File: src/rtl/fetch_stage_pkg.sv
// Shared types for the instruction fetch stage.
//   Exception   : fault code carried with every fetched entry
//   IdSignals   : bundle handed to the decode stage
//   make_entry  : builds an IdSignals entry, linkAddress = pc + one word
package fetch_stage_pkg;

   localparam int WORD_BYTES = 4;

   typedef enum logic [1:0] {
      EXCEPT_NONE             = 2'd0,
      EXCEPT_FETCH_FAULT      = 2'd1,
      EXCEPT_MISALIGNED_FETCH = 2'd2
   } Exception;

   typedef struct packed {
      logic [31:0] instruction;
      logic [31:0] programCounter;
      logic [31:0] linkAddress;
      Exception    exception;
   } IdSignals;

   typedef enum logic [1:0] {
      ST_START,
      ST_RUN,
      ST_HALTED
   } fetch_state_e;

   function automatic IdSignals make_entry(input logic [31:0] pc,
                                           input logic [31:0] instr,
                                           input Exception    exc);
      IdSignals e;
      e.instruction    = instr;
      e.programCounter = pc;
      e.linkAddress    = pc + 32'(WORD_BYTES);
      e.exception      = exc;
      return e;
   endfunction

endpackage

File: src/rtl/fetch_stage_skid_buffer.sv
// One-entry holding register for a fetched entry that decode could not take.
//   clock, nReset : pipeline clock, async active-low reset
//   load          : capture data_in and mark full (wins over unload)
//   unload        : entry has been moved out, mark empty
//   flush         : drop the entry (wins over everything)
//   data_in/out   : entry in / held entry
//   full          : data_out holds a live entry
module fetch_skid_buffer
   import fetch_stage_pkg::*;
(
   input  logic     clock,
   input  logic     nReset,
   input  logic     load,
   input  logic     unload,
   input  logic     flush,
   input  IdSignals data_in,
   output IdSignals data_out,
   output logic     full
);

   always_ff @(posedge clock or negedge nReset) begin
      if (!nReset) begin
         full     <= 1'b0;
         data_out <= '0;
      end else if (flush) begin
         full     <= 1'b0;
      end else if (load) begin
         full     <= 1'b1;
         data_out <= data_in;
      end else if (unload) begin
         full     <= 1'b0;
      end
   end

endmodule

File: src/rtl/fetch_stage.sv
// Instruction fetch stage: owns the PC, issues one outstanding request at a
// time, buffers one entry under decode back-pressure and squashes in-flight
// fetches on redirects from execute.
//   clock, nReset          : pipeline clock, async active-low reset
//   imemReq/imemAddr       : request to instruction memory, held until imemAck
//   imemAck/Data/Error     : one-cycle response strobe with data / bus fault
//   redirectValid/Target   : redirect pulse and new PC from execute
//   idStall                : decode cannot accept this cycle
//   idValid/idSignals      : entry presented to decode
//
// state     | meaning
// ----------+--------------------------------------------------------------
// ST_START  | first cycle after reset, launches the fetch at RESET_VECTOR
// ST_RUN    | streaming sequential fetches
// ST_HALTED | after a fetch fault or misaligned target, waits for a redirect
module fetch_stage
   import fetch_stage_pkg::*;
#(
   parameter logic [31:0] RESET_VECTOR = 32'h0000_0000
) (
   input  logic        clock,
   input  logic        nReset,
   output logic        imemReq,
   output logic [31:0] imemAddr,
   input  logic        imemAck,
   input  logic [31:0] imemData,
   input  logic        imemError,
   input  logic        redirectValid,
   input  logic [31:0] redirectTarget,
   input  logic        idStall,
   output logic        idValid,
   output IdSignals    idSignals
);

   fetch_state_e state, state_n;

   logic        discard, discard_n;
   logic        pending_valid, pending_valid_n;
   logic [31:0] pending_target, pending_target_n;
   logic        req_n;
   logic [31:0] addr_n;
   logic        valid_n;
   IdSignals    out_n;

   logic        skid_load, skid_unload, skid_flush, skid_full, skid_full_n;
   IdSignals    skid_data;

   logic        ack_taken, waiting, entry_valid;
   IdSignals    entry;

   // Acks with no request out (e.g. stragglers after reset) are ignored.
   assign ack_taken = imemReq && imemAck;
   // A request still on the bus must keep its address until acked.
   assign waiting   = imemReq && !imemAck;

   fetch_skid_buffer u_skid (
      .clock    (clock),
      .nReset   (nReset),
      .load     (skid_load),
      .unload   (skid_unload),
      .flush    (skid_flush),
      .data_in  (entry),
      .data_out (skid_data),
      .full     (skid_full)
   );

   always_ff @(posedge clock or negedge nReset) begin
      if (!nReset) state <= ST_START;
      else         state <= state_n;
   end

   always_comb begin
      state_n          = state;
      req_n            = imemReq;
      addr_n           = imemAddr;
      valid_n          = idValid;
      out_n            = idSignals;
      discard_n        = discard;
      pending_valid_n  = pending_valid;
      pending_target_n = pending_target;
      skid_load        = 1'b0;
      skid_unload      = 1'b0;
      skid_flush       = 1'b0;
      skid_full_n      = skid_full;
      entry_valid      = 1'b0;
      entry            = make_entry(imemAddr, imemData, EXCEPT_NONE);

      if (redirectValid) begin
         valid_n    = 1'b0;
         skid_flush = 1'b1;
         discard_n  = waiting;
         if (redirectTarget[1:0] != 2'b00) begin
            valid_n         = 1'b1;
            out_n           = make_entry(redirectTarget, '0, EXCEPT_MISALIGNED_FETCH);
            pending_valid_n = 1'b0;
            state_n         = ST_HALTED;
            if (!waiting) req_n = 1'b0;
         end else begin
            state_n = ST_RUN;
            if (waiting) begin
               pending_valid_n  = 1'b1;
               pending_target_n = redirectTarget;
            end else begin
               req_n           = 1'b1;
               addr_n          = redirectTarget;
               pending_valid_n = 1'b0;
            end
         end
      end else begin
         if (ack_taken && discard) begin
            discard_n       = 1'b0;
            pending_valid_n = 1'b0;
            req_n           = pending_valid;
            if (pending_valid) addr_n = pending_target;
         end else if (ack_taken) begin
            entry_valid = 1'b1;
            if (imemError) begin
               entry   = make_entry(imemAddr, '0, EXCEPT_FETCH_FAULT);
               state_n = ST_HALTED;
               req_n   = 1'b0;
            end else begin
               addr_n = imemAddr + 32'(WORD_BYTES);
            end
         end

         // A full skid always drains first so order is preserved; a new
         // entry arriving in the same cycle takes its place.
         if (skid_full) begin
            if (!idStall) begin
               valid_n = 1'b1;
               out_n   = skid_data;
               if (entry_valid) begin
                  skid_load = 1'b1;
               end else begin
                  skid_unload = 1'b1;
                  skid_full_n = 1'b0;
               end
            end
         end else if (entry_valid) begin
            if (!idValid || !idStall) begin
               valid_n = 1'b1;
               out_n   = entry;
            end else begin
               skid_load   = 1'b1;
               skid_full_n = 1'b1;
            end
         end else if (!idStall) begin
            valid_n = 1'b0;
         end

         case (state)
            ST_START: begin
               state_n = ST_RUN;
               req_n   = 1'b1;
               addr_n  = RESET_VECTOR;
            end
            ST_RUN: begin
               // Keep fetching only while there is somewhere to put the result.
               if (state_n == ST_RUN && !discard && !waiting) req_n = !skid_full_n;
            end
            default: ;
         endcase
      end
   end

   always_ff @(posedge clock or negedge nReset) begin
      if (!nReset) begin
         imemReq        <= 1'b0;
         imemAddr       <= RESET_VECTOR;
         idValid        <= 1'b0;
         idSignals      <= '0;
         discard        <= 1'b0;
         pending_valid  <= 1'b0;
         pending_target <= '0;
      end else begin
         imemReq        <= req_n;
         imemAddr       <= addr_n;
         idValid        <= valid_n;
         idSignals      <= out_n;
         discard        <= discard_n;
         pending_valid  <= pending_valid_n;
         pending_target <= pending_target_n;
      end
   end

endmodule

File: config.mk
export PLATFORM = sky130hd
export DESIGN_NAME = fetch_stage
export DESIGN_NICKNAME = d
export VERILOG_FILES = /design/src/rtl/fetch_stage_pkg.sv /design/src/rtl/fetch_stage_skid_buffer.sv /design/src/rtl/fetch_stage.sv
export SDC_FILE = /design/constraint.sdc
export NUM_CORES = 1
export LEC_CHECK = 0
export BUFFER_PORTS_ARGS = -buffer_cell sky130_fd_sc_hd__buf_4
export CAP_MARGIN = 20
export CORE_ASPECT_RATIO = 0.9
export CORE_UTILIZATION = 58
export CTS_CLUSTER_SIZE = 14
export DETAILED_ROUTE_END_ITERATION = 8
export GPL_ROUTABILITY_DRIVEN = 0
export PLACE_DENSITY = 0.77
export SLEW_MARGIN = 0
export SYNTH_ARGS = -nofsm -noshare
export SYNTH_HDL_FRONTEND = slang
export SYNTH_HIERARCHICAL = 1
export SYNTH_SLANG_ARGS = --single-unit
File: constraint.sdc
create_clock -name clock -period 2.8 [get_ports clock]
set_input_delay 0.28 -clock clock [delete_from_list [all_inputs] [get_ports clock]]
set_output_delay 0.28 -clock clock [all_outputs]
set_load 0.005 [all_outputs]
# Yosys cells after proc, flatten, opt, wreduce, memory -nomap -nowiden
# Cells that the tools add are included.
[word_totals]
register_bits = 267
latchBits = 0
ram_bits = 0
mem_bits_ro = 0
out_inout_bits = 132
wordCells = 120
mem_count = 0
[op_classes]
n_addsub = 2
n_mul = 0
div = 0
n_lt_le_gt_ge = 0
eq_ne = 10
shifts = 0
n_mux = 66
bitwise_logic = 2
reduce_logical = 24
[op_table]
columns = ["op", "n"]
rows = [
  ["2-to-1 mux 98 bit", 10],
  ["2-to-1 mux 32 bit", 8],
  ["adder 32 x 3 -> 32 bit, second input constant", 2],
  ["2-to-1 mux 1 bit", 40],
  ["2-to-1 mux 2 bit", 7],
  ["nonzero test 3 bit", 3],
  ["logical NOT 1 bit", 6],
  ["AND reduction 3 bit", 2],
  ["logical AND 1 bit", 5],
  ["AND reduction 5 bit", 1],
  ["equality test 2 x 1 -> 1 bit, second input constant", 2],
  ["!= test 2 bit, second input constant", 2],
  ["!= test 4 x 1 -> 1 bit, second input constant", 1],
  ["!= test 4 x 2 -> 1 bit, second input constant", 1],
  ["!= test 4 x 3 -> 1 bit, second input constant", 1],
  ["AND reduction 4 bit", 1],
  ["nonzero test 2 bit", 2],
  ["nonzero test 4 bit", 1],
  ["!= test 3 x 2 -> 1 bit, second input constant", 1],
  ["!= test 3 bit, second input constant", 1],
  ["logical NOT 2 bit", 1],
  ["!= test 2 x 1 -> 1 bit, second input constant", 1],
  ["NOT 1 bit", 2],
  ["one-hot mux 1 bit (2 select lines)", 1],
  ["2 further kinds", 2],
]

# Longest topological paths before layout
# Gate-level depths: netlist of the first run.
[depth]
word_depth = 12
depth_mapped = 10

# Cells and area by module
# The synthesis of the first run kept the hierarchy.
[modules_own_cells]
columns = ["mod", "n_inst", "cells_each", "area_per_inst_um2"]
rows = [
  ["fetch_stage", 1, 1181, 10413.7],
  ["fetch_skid_buffer", 1, 212, 3764.9],
]

# Worst setup path after synthesis of the first run
# Ideal clock, no wire load.
[synth_path]
kind = "reg2reg"
startpoint = "register imemAddr[5]"
endpoint = "register u_skid/data_out[28] (netlist name)"
setup_ps = 125
t_arrival_ps = 2238
required_time_ps = 2675
slack_ps = 437
stages_incl_launch_ff = 8
n_path_buf = 2
period_less_slack_ps = 2363
path_cell_list = "dfrtp_1 buf_2 nand4_2 or4_4 buf_2 o31a_1 or2_2 mux2_2"
[synth_rtl]
columns = ["element", "line_no", "rtl"]
rows = [
  ["start, declared", "fetch_stage.sv:24", "output logic [31:0] imemAddr,"],
  ["start signal, assigned", "fetch_stage.sv:177", "imemAddr <= addr_n;"],
  ["end signal, assigned", "fetch_stage_skid_buffer.sv:29", "data_out <= data_in;"],
  ["end, declared", "fetch_stage_skid_buffer.sv:17", "output IdSignals data_out,"],
]

# Worst setup path after layout of the first run
[layout_path]
startpoint = "register imemAddr[2]"
endpoint = "register imemAddr[26]"
[layout_via]
elab_chain_cells = 6
[layout_lines]
columns = ["element", "line_no", "rtl"]
rows = [
  ["adder 32 x 3 -> 32 bit", "fetch_stage.sv:122", "addr_n = imemAddr + 32'(WORD_BYTES);"],
  ["2-to-1 mux 32 bit", "fetch_stage.sv:117", "if (imemError) begin"],
  ["2-to-1 mux 32 bit", "fetch_stage.sv:115", "end else if (ack_taken) begin"],
  ["2-to-1 mux 32 bit", "fetch_stage.sv:110", "if (ack_taken && discard) begin"],
  ["2-to-1 mux 32 bit", "fetch_stage.sv:151", "case (state)"],
  ["2-to-1 mux 32 bit", "fetch_stage.sv:88", "if (redirectValid) begin"],
]
# Every way passes these cells. The select of a mux whose other input is x is not followed.
# A chain may end at the register's enable or synchronous reset.

==> impl_metrics.py, run 1 <==
metrics = {
    "timing": {
        "fin_setup_tns_ns": 0,
        "slew_headroom_pct": 33.1,
        "setup_viol": 0,
        "period_share_pct": 95.3,
        "rsz0062_at_grt": "no",
        "finalHoldWorstSlack_ns": 0.0302,
        "drv_slew": 0,
        "hold_viol_final": 0,
        "period_minus_slack_ns": 2.67,
        "worstMarginPinSlew_ns": 1.00,
        "max_freq_mhz": 375,
        "skew_ns": 0.0105,
    },
    "drt": {
        "wl_met1_mm": 16.7,
        "drc": 0,
        "wl_mm": 40.8,
        "antenna_left": 0,
        "detail_route.iter0.violations": 1243,
        "route.top_layer_used": "met4",
        "wl_met2_mm": 19.1,
        "wl_met3_mm": 3.53,
        "viasPerCell": 6.44,
        "wl_per_cell_um": 22.0,
        "num_vias": 11932,
        "dr.pass1.iters": 6,
    },
    "floorplan": {
        "die_x_um": 167,
        "die_h_um": 150,
        "io_pins": 202,
        "floorplan.die_area_mm2": 0.0251,
        "coreArea_mm2": 0.0237,
        "start_util_pct": 59.9,
        "rows": 53,
    },
    "logic_synthesis": {
        "synth.avg_cell_area_um2": 10.2,
        "synth.distinct_cells": 71,
        "netlist_area_mm2": 0.0142,
        "synth_seq_cells": 267,
        "ys.flop_type": "dfrtp_1",
        "netlist_instances": 1393,
        "synth-async-reset-ratio_pct": 100,
        "synth_mux_area_share_pct": 14.0,
        "synth_top_family_by_area": "compound AO/OA/AOI/OAI gates",
        "syn_nets": 1465,
        "synth_simple_gate_area_share_pct": 13.8,
        "yosys_warnings": 6,
        "synth_compound_area_share_pct": 16.7,
        "synth.yosys.seq_area_share_pct": 47.1,
        "synth-xor-area-share_pct": 2.22,
        "synth_edf_count": 0,
        "yosys.area_share.adder_pct": 0.176,
    },
    "layout": {
        "syn_to_final_growth_pct": 20.1,
        "final_nets": 1603,
        "n_antenna_cell": 0,
        "fill_cells": 1719,
        "drive_gt1_share_pct": 29.7,
    },
    "setup_path": {
        "cp-end-kind": "flop",
        "crit_fanout": 12,
        "crit_type": "reg2reg",
        "cp.required_ns": 3.28,
        "critPathLaunchType": "flop",
        "cp.arrival_ns": 3.14,
    },
    "clocking": {
        "clk_latency_ns": 0.54,
        "cts-buffers-inserted": 28,
        "cts.path.max_buffers": 3,
        "ctsHtreeMaxLevel": 1,
        "cts_sinks": 267,
        "cts_tree": "done",
        "root_buffer": "clkbuf_16",
        "clkTransAtPathRegs_ns": 0.06,
    },
    "power": {
        "power_density_mw_per_mm2": 780,
        "ir_drop_uv": 508,
        "p_leak_nw": 7.66,
    },
    "placed_design": {
        "port_buffers": 201,
        "dp.final_hpwl_mm": 27.2,
    },
    "grt": {
        "grt_use_total_pct": 32.5,
        "grt_max_degree": 98,
        "grt-ovfl-total": 0,
        "grt_pass1_wl_mm": 64.0,
        "grt_pass1_vias": 11631,
        "antenna_found_initial": 0,
    },
    "min_path": {
        "hp-class": "in2reg",
    },
    "run_status": {
        "status": "finished, final reports clean",
    },
    "job": {
        "drv_cap": 0,
    },
}
critical path, stage by stage (launching register included):
cell	delay [ns]
dfrtp_1	0.48
ha_1	0.36
nand3_1	0.20
or4_4	0.57
or2_1	0.38
o41ai_2	0.40
a22o_1	0.22
per-stage QoR:
stage / setup slack [ns] / instance area, µm² / cells / power (W) / util [%]
4_1_cts: 0.225 / 17000 / 1853 / 0.0133 / 71.9
2_1_floorplan: 0.437 / 14200 / 1393 / 0.00773 / -
3_3_place_gp: 0.297 / 16000 / 1800 / 0.00892 / 67.4
6_report: 0.133 / 17000 / 1853 / 0.0133 / 71.9
5_1_grt: 0.0679 / 17000 / 1853 / 0.0139 / 71.9
3_5_place_dp: 0.246 / 16000 / 1800 / 0.00909 / 67.4
worst paths after layout:
path | start | slack (ns) | endpoint | cells after the start
min in group asynchronous | nReset | 0.26 | idSignals[40]$_DFFE_PN0P_ | 2
min reg2reg | idSignals[1]$_DFFE_PN0P_ | 0.48 | idSignals[1]$_DFFE_PN0P_ | 2
max | imemAddr[2]$_DFFE_PN0P_ | 0.13 | imemAddr[26]$_DFFE_PN0P_ | 6
min | redirectTarget[17] | 0.03 | pending_target[17]$_DFFE_PN0P_ | 2
max reg2reg | imemAddr[2]$_DFFE_PN0P_ | 0.13 | imemAddr[26]$_DFFE_PN0P_ | 6
max in group asynchronous | nReset | 1.70 | idSignals[68]$_DFFE_PN0P_ | 3
cell usage after synthesis, types with 5 or more instances:
| cell type | n | share of area (%) |
|---|---|---|
| and4_1 | 6 | 0.37 |
| o22ai_1 | 7 | 0.31 |
| a222oi_1 | 10 | 0.71 |
| or2_2 | 6 | 0.26 |
| xnor2_1 | 24 | 1.5 |
| nor2b_1 | 48 | 2.1 |
| or3_1 | 7 | 0.31 |
| mux2i_1 | 42 | 3.0 |
| nand4_1 | 17 | 0.75 |
| dfrtp_1 | 267 | 47 |
| and3_1 | 8 | 0.35 |
| buf_4 | 32 | 1.7 |
| xor2_1 | 12 | 0.74 |
| clkbuf_1 | 83 | 2.2 |
| o31a_1 | 14 | 0.86 |
| inv_1 | 28 | 0.74 |
| a211oi_1 | 8 | 0.42 |
| a22o_1 | 38 | 2.3 |
| and2_1 | 5 | 0.22 |
| o31ai_1 | 7 | 0.37 |
| o211ai_1 | 17 | 0.90 |
| nor2_1 | 75 | 2.0 |
| nor4_1 | 17 | 0.75 |
| a21oi_1 | 42 | 1.5 |
| nand2b_1 | 8 | 0.35 |
| nand2_1 | 134 | 3.5 |
| mux2_4 | 20 | 2.1 |
| mux2_2 | 112 | 8.9 |
| o21a_1 | 6 | 0.32 |
| buf_1 | 13 | 0.34 |
| a22oi_1 | 22 | 1.2 |
| nand3_1 | 24 | 0.85 |
| a31oi_1 | 5 | 0.22 |
| nor3_1 | 21 | 0.74 |
| o21ai_0 | 109 | 3.8 |
| buf_2 | 17 | 0.60 |
| a221o_1 | 24 | 1.7 |
metal layers:
layer / vias up / track usage (%)
met3: 139 / 6.28
li1: 5269 / -
met1: 5927 / 43.8
met5: - / 0
met2: 597 / 52.1
met4: 0 / 13.0
cell usage in the layout, fill, tap and decap left out, drive strengths merged, types with 22 or more instances in the layout:
cell    count
nand3      24
mux2      132
a22oi      22
o21ai     109
nor2b      49
buf       257
inv        28
nand2     134
mux2i      42
a22o       38
dfrtp     267
a21oi      42
xnor2      24
a221o      24
clkbuf     40
nor2       75
nor3       22
timing repair:
item	4_1_cts	5_1_grt
hold endpoints to repair	57	0
setup buffers	0	0
setup endpoints to repair	0	0
resized for setup	0	0
hold buffers	3	0
flip-flops by register name (all words and copies together) (netlist names):
register,flops
discard,1
idSignals,98
idValid,1
imemAddr,32
imemReq,1
pending_target,32
pending_valid,1
state,2
u_skid/data_out,98
u_skid/full,1
final cells by class:
| type | instances | area, µm² | share of cell area [%] |
|---|---|---|---|
| Clock buffer | 40 | 837 | 4.91 |
| Tap cell | 302 | 378 | 2.22 |
| Multi-Input combinational cell | 946 | 6690 | 39.3 |
| Inverter | 28 | 105 | 0.617 |
| Timing Repair Buffer | 260 | 2130 | 12.5 |
| Clock inverter | 10 | 205 | 1.20 |
| Sequential cell | 267 | 6690 | 39.3 |
cell families (layout without fill, tap and decap cells):
group | count (synthesis) | after routing
and+or+nand+nor | 394 | 394
DFF | 267 | 267
other | 1 | 1
AOI/OAI and AO/OA | 339 | 339
muxes | 174 | 174
xor gates and xnor gates | 36 | 36
buffers and inverters | 180 | 338
adders and majority gates | 2 | 2
report_power, final:
group | leakage [nW] | total [W] | switching [W] | internal, W
logic | 3.74 | 0.00331 | 0.00152 | 0.00179
clock network | 0.505 | 0.00417 | 0.00155 | 0.00262
registers | 3.41 | 0.00580 | 0.000888 | 0.00491
total | 7.66 | 0.0133 | 0.00396 | 0.00932
Note: power is estimated with default switching activity, not from simulation.
==> inputs of run 2 (changes only) <==
--- a/config.mk
+++ b/config.mk
@@ -13,6 +13,7 @@
 export DETAILED_ROUTE_END_ITERATION = 8
 export GPL_ROUTABILITY_DRIVEN = 0
 export PLACE_DENSITY = 0.77
+export RECOVER_POWER = 50
 export SLEW_MARGIN = 0
 export SYNTH_ARGS = -nofsm -noshare
 export SYNTH_HDL_FRONTEND = slang
==> run 2 against run 1 <==
Net effect: die area unchanged; critical path depth unchanged; hold slack improved by 0.0012 ns; largest cell class unchanged; highest routed layer unchanged; flip-flop and latch count is the same; global-route usage stayed put; the run now ends with max-capacitance violations, max-slew violations left; largest power group unchanged.
==> impl_metrics.py, run 2 (synthesized netlist as in run 1, its figures left out) <==
metrics = {
    "setup_path": {
        "critPathLaunchType": "flop",
        "crit_start": "imemAddr[2]$_DFFE_PN0P_",
        "crit_chain": "ha_1, nand3_1, or4_4, or2_1, o41ai_2, a22o_1",
        "reg2reg_depth": 6,
        "rrSetupSlack_ns": 0.14,
        "critPathBufInv": 0,
        "crit_family": "simple AND/OR/NAND/NOR gates",
        "cp.arrival_ns": 3.13,
        "cp.required_ns": 3.27,
        "crit_fanout": 12,
        "cp_slowest_cell": "or4_4",
        "cp-end-kind": "flop",
        "cp.depth": 6,
        "timing.rr.end": "imemAddr[26]$_DFFE_PN0P_",
        "endpoint": "imemAddr[26]$_DFFE_PN0P_",
        "cpPeakStageDelay_ns": 0.57,
        "worstReg2RegStart": "imemAddr[2]$_DFFE_PN0P_",
        "crit_type": "reg2reg",
    },
    "timing": {
        "max_freq_mhz": 376,
        "slew_headroom_pct": -2.64,
        "worstMarginPinSlew_ns": 1.54,
        "skew_ns": 0.0118,
        "setup_viol": 0,
        "fin_setup_tns_ns": 0,
        "rsz0062_at_grt": "no",
        "period_minus_slack_ns": 2.66,
        "period_share_pct": 94.9,
        "hold_viol_final": 0,
        "drv_slew": 59,
    },
    "drt": {
        "wl_mm": 40.8,
        "dr.pass1.iters": 8,
        "viasPerCell": 6.46,
        "wl_met2_mm": 19.1,
        "wl_met3_mm": 3.60,
        "antenna_left": 0,
        "route.top_layer_used": "met4",
        "drc": 0,
        "wl_per_cell_um": 22.0,
        "num_vias": 11979,
        "wl_met1_mm": 16.4,
        "detail_route.iter0.violations": 1272,
    },
    "clocking": {
        "clkTransAtPathRegs_ns": 0.06,
        "cts.path.max_buffers": 3,
        "cts_sinks": 267,
        "cts-buffers-inserted": 28,
        "ctsHtreeMaxLevel": 1,
        "root_buffer": "clkbuf_16",
        "clk_latency_ns": 0.55,
        "cts_tree": "done",
        "post_cts_buffers": 0,
    },
    "power": {
        "p_leak_nw": 7.60,
        "power_density_mw_per_mm2": 780,
        "ir_drop_uv": 506,
    },
    "floorplan": {
        "floorplan.die_area_mm2": 0.0251,
        "die_h_um": 150,
        "rows": 53,
        "coreArea_mm2": 0.0237,
        "io_pins": 202,
        "die_x_um": 167,
        "start_util_pct": 59.9,
    },
    "grt": {
        "grt_use_total_pct": 32.5,
        "grt_pass1_wl_mm": 64.0,
        "grt_max_degree": 98,
        "antenna_found_initial": 0,
        "grt-ovfl-total": 0,
        "grt_pass1_vias": 11631,
    },
    "job": {
        "drv_cap": 1,
    },
    "run_status": {
        "status": "complete, but fails checks",
        "violations": "max-capacitance violations, max-slew violations",
    },
    "placed_design": {
        "dp_cells": 1800,
        "port_buffers": 201,
        "dp.final_hpwl_mm": 27.2,
        "dpl_cell_area_mm2": 0.0160,
    },
    "layout": {
        "drive_gt1_share_pct": 29.1,
        "final_cell_count_no_fill": 1854,
        "layout_commonest_cell": "dfrtp_1",
        "syn_to_final_growth_pct": 19.8,
        "final-seq-area_mm2": 0.00669,
        "final_util_pct": 71.7,
        "final_nets": 1603,
        "postLayoutCellArea_mm2": 0.0170,
        "mostFrequentLayoutCells": "266 x dfrtp_1, 177 x buf_4, 134 x nand2_1, 112 x mux2_2, 109 x o21ai_0",
        "top_regs": "idSignals: 98 flops, u_skid/data_out: 98 flops",
        "fill_cells": 1734,
        "multi_input_area_mm2": 0.00669,
    },
    "min_path": {
        "hp-class": "in2reg",
    },
}
run 2: metrics by stage:
stage	setup WS (ns)	hold slack, ns	power [W]
2_1_floorplan	0.437	-0.0156	0.00773
3_3_place_gp	0.297	0.251	0.00892
3_5_place_dp	0.246	0.248	0.00909
4_1_cts	0.225	0.0177	0.0133
5_1_grt	0.0679	0.0198	0.0138
6_report	0.142	0.0315	0.0132
run 2: worst register-to-register path, stage by stage (launching register included):
cell and delay (ns):
dfrtp_1 0.48, ha_1 0.35, nand3_1 0.20, or4_4 0.57
or2_1 0.37, o41ai_2 0.37, a22o_1 0.24
run 2: worst min path at each step:
| stage | endpoint | cells past startpoint | from | slack, ns |
|---|---|---|---|---|
| floorplan | discard$_DFFE_PN0P_ | 0 | nReset | -0.02 |
| global placement | idSignals[40]$_DFFE_PN0P_ | 1 | nReset | 0.25 |
| detailed placement | idSignals[40]$_DFFE_PN0P_ | 1 | nReset | 0.25 |
| CTS | idSignals[37]$_DFFE_PN0P_ | 2 | redirectTarget[3] | 0.02 |
| global route | pending_target[17]$_DFFE_PN0P_ | 2 | redirectTarget[17] | 0.02 |
| finish | idSignals[37]$_DFFE_PN0P_ | 2 | redirectTarget[3] | 0.03 |
run 2: where the power goes:
part | leakage [nW] | internal (W) | switching, W
clock | 0.505 | 0.00262 | 0.00155
sequential | 3.41 | 0.00491 | 0.000882
combinational | 3.69 | 0.00176 | 0.00152
total | 7.60 | 0.00929 | 0.00396
run 2: routing by layer:
layer  global-route usage [%]  vias to the layer above
met4                     13.0                        0
met3                     6.28                      143
met1                     43.8                     5921
met5                        0                        -
li1                         -                     5282
met2                     52.1                      633
run 2: cell type report:
| type | instances | area share [%] |
|---|---|---|
| inverter | 28 | 0.619 |
| multi-input combinational | 946 | 39.4 |
| timing repair buffer | 260 | 12.2 |
| tap | 302 | 2.23 |
| antenna | 1 | 0.0147 |
| clock buffer | 40 | 4.93 |
| sequential | 267 | 39.4 |
| clock inverter | 10 | 1.21 |
run 2: what timing repair did:
action,4_1_cts,5_1_grt
endpoints found under the hold margin,57,0
resized for setup,0,0
hold buffers,3,0
setup endpoints to repair,0,0
